**config.mk**
```make
export PLATFORM = sky130hd
export DESIGN_NAME = clock_monitor
export DESIGN_NICKNAME = d
export VERILOG_FILES = /design/src/rtl/clock_monitor.sv
export SDC_FILE = /design/constraint.sdc
export NUM_CORES = 1
export LEC_CHECK = 0
export CAP_MARGIN = 20
export CORE_MARGIN = 2
export CORE_UTILIZATION = 30
export CTS_BUF_LIST = sky130_fd_sc_hd__clkbuf_16
export DETAILED_ROUTE_END_ITERATION = 7
export GPL_ROUTABILITY_DRIVEN = 0
export GPL_TIMING_DRIVEN = 0
export PLACE_DENSITY = 0.52
export RECOVER_POWER = 100
export SLEW_MARGIN = 30
export SYNTH_ARGS = -nofsm -noshare
export SYNTH_HDL_FRONTEND = slang
export SYNTH_SLANG_ARGS = --single-unit
```
**constraint.sdc**
```tcl
create_clock -name clock1M -period 3.4 [get_ports clock1M]
set_input_delay 0.85 -clock clock1M [delete_from_list [all_inputs] [get_ports clock1M]]
set_output_delay 0.85 -clock clock1M [all_outputs]
set_load 0.005 [all_outputs]
```
**src/rtl/clock_monitor.sv**
```systemverilog
// rtl/clock_monitor.sv - period / lock / timeout health monitor for a divided clock (optional CLOCK_MONITOR_SYNC_EN)
`timescale 1ns/1ps

module clock_monitor #(
    parameter int EXP_PERIOD = 100,
    parameter int TOL        = 1,
    parameter int LOCK_COUNT = 4,
    parameter int CNT_W      = 16
) (
    input  logic             clock1M,
    input  logic             reset,
    input  logic             clk_in,
    output logic [CNT_W-1:0] period_o,
    output logic             period_valid_o,
    output logic             locked_o,
    output logic             err_o,
    output logic             timeout_o,
    output logic [7:0]       err_count_o
);

    localparam int LC_W = $clog2(LOCK_COUNT + 1);

    // Tolerance window is evaluated one bit wider than the counter so cnt+1 never wraps.
    localparam logic [CNT_W:0]   TOL_LO  = (EXP_PERIOD > TOL) ? (CNT_W+1)'(EXP_PERIOD - TOL) : '0;
    localparam logic [CNT_W:0]   TOL_HI  = (CNT_W+1)'(EXP_PERIOD + TOL);
    localparam logic [CNT_W-1:0] TMO_CNT = CNT_W'(2 * EXP_PERIOD - 1);
    localparam logic [CNT_W-1:0] CNT_MAX = '1;
    localparam logic [LC_W-1:0]  LC_MAX  = LC_W'(LOCK_COUNT);

    typedef enum logic [1:0] {
        IDLE    = 2'd0,
        ACQUIRE = 2'd1,
        LOCKED  = 2'd2
    } state_t;

    state_t           state;
    logic [CNT_W-1:0] cnt;
    logic [LC_W-1:0]  lock_cnt;
    logic             s;
    logic             p;
    logic             rise;
    logic [CNT_W:0]   meas;
    logic             in_tol;
    logic [LC_W-1:0]  lc_inc;

`ifdef CLOCK_MONITOR_SYNC_EN
    logic sync_q;

    // Two-flop synchronizer (sync_q then s) followed by the edge-history flop p.
    always_ff @(posedge clock1M) begin
        if (reset) begin
            sync_q <= 1'b0;
            s      <= 1'b0;
            p      <= 1'b0;
        end else begin
            sync_q <= clk_in;
            s      <= sync_q;
            p      <= s;
        end
    end
`else
    // clk_in is already synchronous to clock1M: sample it directly, then keep one cycle of history.
    always_ff @(posedge clock1M) begin
        if (reset) begin
            s <= 1'b0;
            p <= 1'b0;
        end else begin
            s <= clk_in;
            p <= s;
        end
    end
`endif

    assign rise   = s & ~p;
    assign meas   = {1'b0, cnt} + (CNT_W+1)'(1);
    assign in_tol = (meas >= TOL_LO) && (meas <= TOL_HI);
    assign lc_inc = (lock_cnt == LC_MAX) ? LC_MAX : lock_cnt + LC_W'(1);

    // Period counter, lock state machine and all registered outputs.
    always_ff @(posedge clock1M) begin
        if (reset) begin
            state          <= IDLE;
            cnt            <= '0;
            lock_cnt       <= '0;
            period_o       <= '0;
            period_valid_o <= 1'b0;
            locked_o       <= 1'b0;
            err_o          <= 1'b0;
            timeout_o      <= 1'b0;
            err_count_o    <= '0;
        end else begin
            period_valid_o <= 1'b0;
            err_o          <= 1'b0;
            timeout_o      <= 1'b0;

            if (state == IDLE || rise) begin
                cnt <= '0;
            end else if (cnt != CNT_MAX) begin
                cnt <= cnt + CNT_W'(1);
            end

            case (state)
                IDLE: begin
                    // First edge only starts a measurement; it carries no period.
                    if (rise) begin
                        state    <= ACQUIRE;
                        lock_cnt <= '0;
                    end
                end
                ACQUIRE, LOCKED: begin
                    if (rise) begin
                        period_o       <= meas[CNT_W-1:0];
                        period_valid_o <= 1'b1;
                        if (in_tol) begin
                            lock_cnt <= lc_inc;
                            if (lc_inc == LC_MAX) begin
                                state    <= LOCKED;
                                locked_o <= 1'b1;
                            end
                        end else begin
                            err_o    <= 1'b1;
                            lock_cnt <= '0;
                            state    <= ACQUIRE;
                            locked_o <= 1'b0;
                            if (err_count_o != 8'hFF) begin
                                err_count_o <= err_count_o + 8'd1;
                            end
                        end
                    end else if (cnt == TMO_CNT) begin
                        // Edge overdue by a full 2x period: give up and wait for a fresh first edge.
                        timeout_o <= 1'b1;
                        lock_cnt  <= '0;
                        state     <= IDLE;
                        locked_o  <= 1'b0;
                    end
                end
                default: begin
                    state    <= IDLE;
                    lock_cnt <= '0;
                    locked_o <= 1'b0;
                end
            endcase
        end
    end

endmodule
```
## After elaboration in Yosys (flattened, before gate mapping)

Index checks and enable logic that the tools add are counted.

- Register bits: 51
- Word-level logic and storage cells: 66
- Input bits: 3

- Reductions and logical operators: 13
- Add/sub/neg operators: 4
- Mux-type cells: 20
- Bitwise gates (word level): 6
- Equal/unequal tests: 10
- Magnitude comparators: 2

Operator list:

| operator | number |
|---|---|
| 16-bit by 1-bit adder with 17-bit output, second input constant | 1 |
| 17-bit by 7-bit >= comparator with 1-bit output, second input constant | 1 |
| 17-bit by 7-bit less-or-equal comparator with 1-bit output, second input constant | 1 |
| 16-bit by 1-bit adder with 16-bit output, second input constant | 1 |
| 16-bit by 8-bit equality test with 1-bit output, second input constant | 1 |
| 16-bit inequality test, second input constant | 1 |
| 3-bit 2-to-1 mux | 5 |
| 2-bit 2-to-1 mux | 5 |
| 8-bit by 1-bit adder with 8-bit output, second input constant | 1 |
| 8-bit inequality test, second input constant | 1 |
| 1-bit 2-to-1 mux | 7 |
| 3-bit equality test, second input constant | 2 |
| 3-bit case mux with 2 select lines | 1 |
| 3-bit AND reduction | 2 |
| 2-bit OR reduction | 3 |
| 3-bit OR reduction | 2 |
| 1-bit NOT | 5 |
| 4-bit inequality test, second input constant | 1 |
| 2-bit case mux with 2 select lines | 1 |
| 2-bit AND reduction | 2 |
| 4-bit AND reduction | 1 |
| 3-bit by 1-bit adder with 3-bit output, second input constant | 1 |
| 3-bit inequality test, second input constant | 1 |
| 2-bit by 1-bit equality test with 1-bit output, second input constant | 1 |
| 7 further kinds | 7 |

## Longest topological paths before layout

Gate-level depths: netlist of the first run.

- Depth after elaboration: 7
- Gate-level depth with buffers: 10
- Depth with buffers taken out: 8

## Least setup slack after synthesis of the first run

OpenSTA, ideal clock, no wires.

- Kind: reg2reg
- From: reg cnt[1]
- To: reg err_count_o[0]
- Arrival: 2509 ps
- Data required time: 3279 ps
- Buffers on the path: 2
- Slack: 769 ps
- Cell stages (with the launch flop): 11
- Period minus slack after synthesis: 2631 ps
- Cell sequence: dfxtp_1 > ha_1 > buf_2 > nand3_2 > or2_4 > nor3_1 > xnor2_1 > nor4bb_4 > buf_6 > nor2_2 > mux2_4

- Word-level cells in the longest chain between the ends: 5
- Elaborated cells on any way between the ends: 6
- Classes of those cells: add/sub: 1; order compare: 2; bitwise: 1; reduce/logical: 2

Ends and longest elaborated chain:

| element | RTL line | source |
|---|---|---|
| start, declared | 37 | `logic [CNT_W-1:0] cnt;` |
| start signal, assigned | 99 | `cnt <= cnt + CNT_W'(1);` |
| 16-bit by 1-bit adder with 17-bit output * | 75 | `assign meas = {1'b0, cnt} + (CNT_W+1)'(1);` |
| 17-bit by 7-bit >= comparator with 1-bit output or 17-bit by 7-bit less-or-equal comparator with 1-bit output (tied branches) | 76 | `assign in_tol = (meas >= TOL_LO) && (meas <= TOL_HI);` |
| 1-bit logical AND * | 76 |  |
| 1-bit NOT (no line) * | - |  |
| 4-bit AND reduction (no line) * | - |  |
| end signal, assigned | 126 | `err_count_o <= err_count_o + 8'd1;` |
| end, declared | 18 | `output logic [7:0] err_count_o` |

Every way passes the cells marked *; elsewhere a longest branch is shown, timed or not.
A chain may end at the register's enable or synchronous reset.

## Worst setup path after layout of the first run

- From: reg cnt[1]
- To: reg err_count_o[4]

Same word-level chain as after synthesis.

==> results.cfg, run 1 <==
[outcome]
status = finished, final reports clean

[clock_tree]
clk_latency_ps = 290
clk_path_buf_depth = 2
cts_tree = done
clock_sinks = 51
ctsHoldBuffers = 0
cts_buffers = 5
cts_root_buffer = clkbuf_16
htreeDepth = 2
path_clk_slew_ps = 70

[route]
antenna_left = 0
first_pass_iters = 4
route.detailed.drc = 0
first_iter_violations = 75
vias_per_cell = 5.07
drt_wl_total_microns = 6330
wl_per_cell_microns = 14.3
via_count = 2235

[final_layout]
antenna_cells = 0
num-fill-cells = 883
drive_gt1_frac = 0.0774
num-nets-final = 346
syn_to_final_growth_pct = 21.3
final_area_sq_um = 3140
multi_input_area_sq_um = 1430
area.sequential_sq_um = 1020

[global_route]
grt_util_all_layers = 0.135
grt_pass1_vias = 2078
gr-total-overflow = 0
grt_max_degree = 16
grt_pass1_wl_microns = 10500
antenna_found_initial = 0

[synthesis]
synth_top_area_share = 0.394
yosysTopAreaCell = dfxtp_1
syn_inst = 298
synth_ff_type = dfxtp_1
syn_nets = 309
yosysSeqAreaShare = 0.394
synth-seq-cells = 51
ys_top_cells_by_area = dfxtp_1 39%, nor2_1 5.9%, a211oi_1 5.2%, a21oi_1 4.6%, xnor2_1 4.1%
synth.distinct_cells = 56
avgSynthCellArea_sq_um = 8.69
synth_edf_count = 0
synth_most_common_cell = dfxtp_1
ys_top_cells_by_count = 51 x dfxtp_1, 41 x nor2_1, 24 x a21oi_1, 18 x a211oi_1, 17 x nand2_1
syn_area_sq_um = 2590
synth.yosys.warnings = 0
async_reset_ff_frac = 0

[place]
dpl_cell_area_sq_um = 3020
numPortBuffers = 30
hpwl_microns = 4590

[worst_setup_path]
end_kind = flip-flop
crit_path_max_fanout = 10
worstPathRequired_ps = 3580
cp.depth = 10
path_delay_family = simple AND/OR/NAND/NOR gates
critical_path.cell_chain = ha_1, buf_2, nand3_2, nor3_2, nand2_1, a211o_1, nor4bb_4, buf_6, nor3_1, mux2_4
critPathLaunchType = flip-flop
reg2reg_depth = 10
arrival_ps = 3250
crit_buf_inv = 2
critPathSlowestCell = dfxtp_1
path_class = flip-flop to flip-flop
slowest_delay_ps = 560

[power]
switching_share = 0.247
internal-power_uw = 941
p_clk_frac = 0.390
ir_worst_vdd_uv = 240
power_switching_uw = 309
p_seq_frac = 0.502
power_frac_comb = 0.108
leakage_nw = 1.17
p_per_area_nw_per_um2 = 398
power_mw = 1.25

[timing]
fmax_ghz = 0.326
slew_viol_final = 0
finalSetupViolCount = 0
period_needed_ps = 3070
post-route-period-util = 0.903
hold_viol = 0
worst_pin_slew_ps = 613
fin_skew_ps = 5.82
grt_setup_unrepaired = false
maxSlewHeadroom = 0.592
setup-tns-final_ps = 0

[floorplanning]
rows = 33
core_area_sq_um = 8300
start_util = 0.312
ioPinCount = 31
dieHeight_microns = 96.9
dieArea_sq_um = 9390
die-width_microns = 96.9

[hold_path]
worst_hold_path_type = flip-flop to flip-flop
holdPathStages = 2

[run]
drv_cap = 0
==> stage by stage <==
step | hold slack, ps | instances | worst slack [ps] | utilization
after floorplan | 430 | 298 | 769 | -
after global placement | 439 | 433 | 286 | 0.364
after detailed placement | 457 | 433 | 290 | 0.364
after CTS | 467 | 441 | 263 | 0.381
after global routing | 474 | 441 | 55.1 | 0.378
final | 461 | 441 | 328 | 0.378
==> path summary, 6_finish.rpt <==
check | start | endpoint | slack, ps
max | cnt[1] | err_count_o[4] | 330
min | period_o[1] | period_o[1] | 460
max reg2reg | cnt[1] | err_count_o[4] | 330
min reg2reg | period_o[1] | period_o[1] | 460
==> registers in the layout, indices dropped and copies added (netlist names) <==
register / flops
locked_o: 1
timeout_o: 1
lock_cnt: 3
state: 2
p: 1
err_count_o: 8
cnt: 16
err_o: 1
period_o: 16
s: 1
period_valid_o: 1
==> placed cells by master, fill, tap and decap left out, drive strengths merged, types with 11 or more instances in the layout <==
cell type    Yosys  final
nor3            11     11
clkbuf           7     14
nand2           17     17
dfxtp           51     51
nor2            42     42
xnor2           12     12
a211oi          18     18
dlygate4sd3      0     29
a21oi           25     25
nand3           12     12
==> layout make-up <==
type,count,share of cell area
repair buffers,30,0.0956
multi-input cells,220,0.455
flip-flops and latches,51,0.325
well taps,105,0.0418
plain buffers,17,0.0255
inverters,10,0.0120
clock buffers,5,0.0398
clock inverters,3,0.00478
==> what timing repair did <==
item | CTS | global route
setup buffers | 0 | 0
endpoints found under the setup margin | 0 | 1
resized for setup | 0 | 0
==> cells by family after synthesis <==
| family | count (synthesis) | synth area share |
|---|---|---|
| DFF | 51 | 0.394 |
| and+or+nand+nor | 125 | 0.273 |
| adders and majority gates | 8 | 0.0387 |
| buffers and inverters | 27 | 0.0454 |
| muxes | 6 | 0.0300 |
| xor gates and xnor gates | 17 | 0.0575 |
| AOI/OAI and AO/OA | 64 | 0.161 |
==> tightest hold or removal path, cell delays in order, from the launching register on <==
cell	delay, ps
dfxtp_1	310
nand2_1	50
a21oi_1	60
==> routing by layer <==
| layer | vias up | track usage | part of all wire |
|---|---|---|---|
| met1 | 1042 | 0.188 | 0.50 |
| met2 | 53 | 0.213 | 0.45 |
| met3 | 7 | 0.0275 | 0.039 |
| met5 | - | 0 | 0 |
| met4 | 0 | 0.0358 | 0.010 |
| li1 | 1133 | - | - |
==> power by group through the flow <==
| stage | clock [mW] | combinational (mW) | sequential (mW) |
|---|---|---|---|
| finish | 0.487 | 0.135 | 0.628 |
| global route | 0.525 | 0.149 | 0.630 |
| CTS | 0.502 | 0.141 | 0.628 |
| global placement | 0 | 0.138 | 0.642 |
| detailed placement | 0 | 0.140 | 0.642 |
| floorplan | 0 | 0.0876 | 0.641 |
No activity file was read; power rests on OpenSTA's default activity.
==> inputs of run 2 (changes only) <==
--- a/config.mk
+++ b/config.mk
@@ -14,6 +14,7 @@
 export GPL_TIMING_DRIVEN = 0
 export PLACE_DENSITY = 0.52
 export RECOVER_POWER = 100
+export SETUP_SLACK_MARGIN = 0.02
 export SLEW_MARGIN = 30
 export SYNTH_ARGS = -nofsm -noshare
 export SYNTH_HDL_FRONTEND = slang
==> results of run 2 <==
No change in the layout: final DEF, timing and power equal those of run 1.
